File: src/rtl/quad_enc_pkg.sv
// rtl/quad_enc_pkg.sv - Shared types and constants for the quadrature encoder decoder
//
// Holds the FSM state encodings (state value equals the accepted {A,B}
// pair), the position width and the parameter defaults used by
// quad_encoder_decoder and enc_debounce.
package quad_enc_pkg;

    localparam int POS_W                   = 5;
    localparam int MAX_POS_DEFAULT         = 20;
    localparam int DEBOUNCE_CYCLES_DEFAULT = 16;

    // Encoding is the {A,B} pair itself, so the next state is simply the
    // newly accepted pair and no decode table is needed.
    typedef enum logic [1:0] {
        S00 = 2'b00,
        S01 = 2'b01,
        S11 = 2'b11,
        S10 = 2'b10
    } enc_state_t;

    // Both channels changed between two accepted samples: the direction
    // cannot be known, so the transition is treated as illegal.
    function automatic logic is_two_bit_change(input logic [1:0] from_ab,
                                               input logic [1:0] to_ab);
        return (from_ab ^ to_ab) == 2'b11;
    endfunction

endpackage

File: src/rtl/enc_debounce.sv
// rtl/enc_debounce.sv - One-channel 2-flop synchronizer plus debounce filter
//
// Purpose: brings one asynchronous encoder channel into the clk domain and,
// when enabled, only accepts a new level after it has been seen for
// DEBOUNCE_CYCLES consecutive cycles.
//
// Configuration macro: QUAD_ENC_DEBOUNCE_EN
//   defined   -> synchronizer followed by the debounce counter
//   undefined -> synchronizer output drives clean directly
//
// Ports:
//   clk    in   system clock
//   reset  in   synchronous active-high reset
//   raw    in   asynchronous channel input
//   clean  out  synchronized (and optionally debounced) level
module enc_debounce
    import quad_enc_pkg::*;
#(
    parameter int DEBOUNCE_CYCLES = DEBOUNCE_CYCLES_DEFAULT
) (
    input  logic clk,
    input  logic reset,
    input  logic raw,
    output logic clean
);

    logic [1:0] sync_q;

    always_ff @(posedge clk) begin
        if (reset) begin
            sync_q <= 2'b00;
        end else begin
            sync_q <= {sync_q[0], raw};
        end
    end

    if (DEBOUNCE_CYCLES < 1) begin : g_bad_cycles
        $error("DEBOUNCE_CYCLES must be at least 1");
    end

`ifdef QUAD_ENC_DEBOUNCE_EN
    localparam int CNT_W = $clog2(DEBOUNCE_CYCLES + 1);
    localparam logic [CNT_W-1:0] CNT_LAST = CNT_W'(DEBOUNCE_CYCLES - 1);

    logic [CNT_W-1:0] cnt_q;
    logic             stable_q;

    // The count tracks how many consecutive cycles the synchronized input
    // has disagreed with the accepted level. Any agreeing cycle restarts
    // it, so a short glitch never accumulates towards acceptance. The
    // update fires on the cycle that would make the run DEBOUNCE_CYCLES
    // long.
    always_ff @(posedge clk) begin
        if (reset) begin
            cnt_q    <= '0;
            stable_q <= 1'b0;
        end else if (sync_q[1] == stable_q) begin
            cnt_q    <= '0;
        end else if (cnt_q == CNT_LAST) begin
            cnt_q    <= '0;
            stable_q <= sync_q[1];
        end else begin
            cnt_q    <= cnt_q + CNT_W'(1);
        end
    end

    assign clean = stable_q;
`else
    assign clean = sync_q[1];
`endif

endmodule

File: src/rtl/quad_encoder_decoder.sv
// rtl/quad_encoder_decoder.sv - Quadrature encoder decoder with saturating position
//
// Purpose: decodes a mechanical quadrature encoder into a position 0..MAX_POS.
// One full clockwise detent (00->01->11->10->00) adds one, one full
// counter-clockwise detent subtracts one; only the return to 00 moves the
// position, so a shaft rocked inside a detent never drifts.
//
// Configuration macro: QUAD_ENC_DEBOUNCE_EN (debounce filters in front of
// the FSM; latency DEBOUNCE_CYCLES+3 edges, otherwise 3 edges).
//
// Ports:
//   clk     in   system clock
//   reset   in   synchronous active-high reset
//   enc_a   in   asynchronous channel A
//   enc_b   in   asynchronous channel B
//   Encout  out  registered position, 0..MAX_POS
//   step    out  one-cycle pulse on every cycle Encout changes
//   err     out  one-cycle pulse on a two-bit (illegal) transition
module quad_encoder_decoder
    import quad_enc_pkg::*;
#(
    parameter int DEBOUNCE_CYCLES = DEBOUNCE_CYCLES_DEFAULT,
    parameter int MAX_POS         = MAX_POS_DEFAULT
) (
    input  logic             clk,
    input  logic             reset,
    input  logic             enc_a,
    input  logic             enc_b,
    output logic [POS_W-1:0] Encout,
    output logic             step,
    output logic             err
);

    if (MAX_POS < 1 || MAX_POS > 31) begin : g_bad_max_pos
        $error("MAX_POS must be in 1..31");
    end

    localparam logic [POS_W-1:0] MAX_POS_V = POS_W'(MAX_POS);

    logic       a_clean;
    logic       b_clean;
    logic [1:0] ab;

    enc_debounce #(.DEBOUNCE_CYCLES(DEBOUNCE_CYCLES)) u_deb_a (
        .clk   (clk),
        .reset (reset),
        .raw   (enc_a),
        .clean (a_clean)
    );

    enc_debounce #(.DEBOUNCE_CYCLES(DEBOUNCE_CYCLES)) u_deb_b (
        .clk   (clk),
        .reset (reset),
        .raw   (enc_b),
        .clean (b_clean)
    );

    assign ab = {a_clean, b_clean};

    enc_state_t state_q;
    enc_state_t state_d;
    logic       inc_req;
    logic       dec_req;
    logic       illegal;

    always_ff @(posedge clk) begin
        if (reset) begin
            state_q <= S00;
        end else begin
            state_q <= state_d;
        end
    end

    // The state always follows the accepted pair; the interesting output is
    // which edge was crossed. Two-bit jumps still resynchronise the state so
    // the next legal move is judged from where the encoder really is.
    always_comb begin
        state_d = state_q;
        inc_req = 1'b0;
        dec_req = 1'b0;
        illegal = 1'b0;
        if (ab != state_q) begin
            state_d = enc_state_t'(ab);
            if (is_two_bit_change(state_q, ab)) begin
                illegal = 1'b1;
            end else begin
                case (state_q)
                    S10:     inc_req = (ab == 2'b00);
                    S01:     dec_req = (ab == 2'b00);
                    default: ;
                endcase
            end
        end
    end

    logic [POS_W-1:0] pos_d;

    // Saturating position: a request at a limit leaves the value alone,
    // and because step is derived from an actual change it stays low too.
    always_comb begin
        pos_d = Encout;
        if (inc_req && (Encout != MAX_POS_V)) begin
            pos_d = Encout + POS_W'(1);
        end else if (dec_req && (Encout != '0)) begin
            pos_d = Encout - POS_W'(1);
        end
    end

    always_ff @(posedge clk) begin
        if (reset) begin
            Encout <= '0;
            step   <= 1'b0;
            err    <= 1'b0;
        end else begin
            Encout <= pos_d;
            step   <= (pos_d != Encout);
            err    <= illegal;
        end
    end

endmodule

File: config.mk
export PLATFORM = sky130hd
export DESIGN_NAME = quad_encoder_decoder
export DESIGN_NICKNAME = d
export VERILOG_FILES = /design/src/rtl/quad_enc_pkg.sv /design/src/rtl/enc_debounce.sv /design/src/rtl/quad_encoder_decoder.sv
export SDC_FILE = /design/constraint.sdc
export NUM_CORES = 1
export LEC_CHECK = 0
export BUFFER_PORTS_ARGS = -buffer_cell sky130_fd_sc_hd__buf_4
export CAP_MARGIN = 30
export CORE_AREA = 4 4 41 43
export CTS_CLUSTER_DIAMETER = 100
export DETAILED_ROUTE_END_ITERATION = 8
export DIE_AREA = 0 0 45 47
export GPL_TIMING_DRIVEN = 1
export PLACE_DENSITY = 0.69
export SLEW_MARGIN = 20
export SYNTH_ARGS = -nofsm -noshare
export SYNTH_HDL_FRONTEND = slang
export SYNTH_HIERARCHICAL = 1
export SYNTH_SLANG_ARGS = --single-unit
File: constraint.sdc
create_clock -name clk -period 4.2 [get_ports clk]
set_input_delay 0.42 -clock clk [delete_from_list [all_inputs] [get_ports clk]]
set_output_delay 0.42 -clock clk [all_outputs]
set_load 0.02 [all_outputs]
==> summary.txt <==
Routed wire length per instance: 11.70 microns
CTS tree: built
Core Util, Final: 57.31%
Setup crit end kind: register
Fillcell total: 111
First-pass GRT wire length: 1676 microns
ANT nets after route: 0
Crit path launch: Encout[0]$_SDFF_PP0_
DRT iter0 DRCs: 7
Buf/Inv on CP: 1
Asr flop ratio synth: 0%
Area Overhead vs Synth: 18.73%
Post-CTS setup buffers: 0
Clk Latency, worst-skew pair: 0.27 ns
Non-filler cells, final: 88
Antenna cells: 0
Slew @ Worst Pin: 0.4031 ns
Yosys warns: 6
LEAKAGE: 0.2875 nW
Placed Cells: 84
Critical path required time: 4.37 ns
CP delay by family, top: simple AND/OR/NAND/NOR gates
Peak supply drop: 230.2 uV
Maxcap violations: 0
PortBufs: 10
Fin. max-slew vios: 0
Hold WC Path Type: primary input to register
# resized after CTS: 0
TritonRoute pass-1 iters: 4
Relative slew slack: 73.02%
Final TNS setup: 0 ns
Reg clk slew, reported paths: 0.08 ns
Post-synth cell types: 26
Slowest CP cell: or4b_4
Clk_skew: 0.001534 ns
Initial antenna violation count: 0
CP Data Arrival Time: 1.92 ns
CP Max Fanout: 5
Most common cell in the netlist: dfxtp_1
Mapped Area: 628.1 sq um
Vias: 450
Layout cell share with drive strength beyond 1: 28.77%
Starting density of the core: 48.27%
GRT Util Overall: 11.31%
Die H: 47 microns
Tmin final: 1.750 ns
CP Launch Type: register
R2R Path Start: Encout[0]$_SDFF_PP0_
Placer congestion estimate: 0.8075
Post-layout nets: 81
Final worst-path cycle share: 41.68%
Synth Instances: 60
Number of flops mapped to enable cells by yosys: 0
Synth area leaders: dfxtp_1, nor4b_4, nor2b_1
Number of vias per cell: 5.114
Die area: 2115 sq um
Hold Crit Start: enc_a
Crit path kind: register to register
Clock sinks: 13
Final Hold Viols: 0
Post-detail-place hpwl: 780.3 microns
Max incr delay on CP: 0.50 ns
Pwr Total: 0.0002267 W
Pwr/cell area: 304.0 nW/um^2
Largest net degree at the start of global routing: 15
Number of global-route vias before repair: 397
Post-synth top area cell: dfxtp_1
Clock Path Buffers: 2
CTS buffer count: 3
Most common library cells after synthesis: dfxtp_1, nor2b_1, nand3_1
RSZ-0062 raised after global routing: false
Post-CTS Hold Fix Bufs: 0
Clk root buf: clkbuf_4
Endpoints failing setup: 0
Status: complete, no violations
FMAX: 571.3 MHz
CP cell instances: inv_1, ha_1, or4b_4, nand3_2, a22oi_2, mux2_4
Area share of the largest cell type after synthesis: 41.43%
Most used DFF post-synth: dfxtp_1
Seq cells post-synth: 13
Die W: 45 microns
Placement Rows: 13
Syn Nets: 67
DRC violations left: 0
Post-Syn Area per Cell: 10.47 sq um
IO Pins: 11
Sequential fraction of the synthesis area: 41.43%
Core ar.: 1301 sq um
Htree depth: 1
Grt ovf: 0
Drt total wl: 1030 microns
placed cells by master (no fill, tap or decap), types with 2 or more instances in the layout:
cell | Yosys | final
dfxtp_1 | 13 | 13
buf_4 | 0 | 10
nor2b_1 | 7 | 7
nand3_1 | 4 | 4
nor3_1 | 3 | 3
nor2_1 | 3 | 3
xnor2_1 | 3 | 3
ha_1 | 3 | 3
clkbuf_4 | 0 | 3
inv_1 | 2 | 2
nor4b_4 | 2 | 2
nand2_1 | 2 | 2
a22oi_2 | 2 | 2
a21oi_1 | 2 | 2
cells by family after synthesis:
| group | after synthesis | share of synthesized area [%] |
|---|---|---|
| AO/OA/AOI/OAI | 8 | 10.56 |
| multiplexers | 1 | 2.390 |
| XOR/XNOR | 3 | 4.184 |
| flip-flops | 13 | 41.43 |
| buffers and inverters | 3 | 1.793 |
| adder cells (fa/ha/maj) | 3 | 5.977 |
| AND/OR/NAND/NOR | 29 | 33.67 |
routing by layer:
| layer | share of wire, % | track usage (%) |
|---|---|---|
| met3 | 7.4 | 6.897 |
| met5 | 0 | 0 |
| met4 | 0 | 1.754 |
| met1 | 45 | 13.02 |
| met2 | 47 | 18.36 |
stage by stage:
stage	worst slack (ns)	instance area [sq um]	hold WS (ns)
final	2.450	745.7	0.3576
after global routing	2.361	745.7	0.3654
after CTS	2.443	745.7	0.3500
after detailed placement	2.456	718.2	0.4270
after global placement	2.488	718.2	0.4180
after floorplan	2.448	628.1	0.4138
path summary, 6_finish.rpt:
kind,end,slack [ns],cells after the start
max reg2reg,Encout[4]$_SDFF_PP0_,2.45,6
min,u_deb_a/sync_q[0]$_SDFF_PP0_,0.36,2
max,Encout[4]$_SDFF_PP0_,2.45,6
min reg2reg,u_deb_b/sync_q[1]$_SDFF_PP0_,0.44,1
sequential cells by signal, summed over array words and instances, names as in the netlist:
name	flops
Encout	5
u_deb_b/sync_q	2
u_deb_a/sync_q	2
step	1
err	1
state_q	2
report_power, final:
part	switching, W	internal [W]
sequential	0.00000399	0.000127
combinational	0.00000980	0.0000112
clock	0.0000396	0.0000353
total	0.0000534	0.000173
cell type report:
cell class | instances | area (sq um) | share of cell area (%)
clock buffers | 3 | 22.52 | 3.020
clock inverters | 1 | 5.005 | 0.6711
inverters | 2 | 7.507 | 1.007
multi-input cells | 44 | 356.6 | 47.82
flip-flops and latches | 13 | 260.3 | 34.90
well taps | 15 | 18.77 | 2.517
repair buffers | 10 | 75.07 | 10.07
Note: power is estimated with default switching activity, not from simulation.
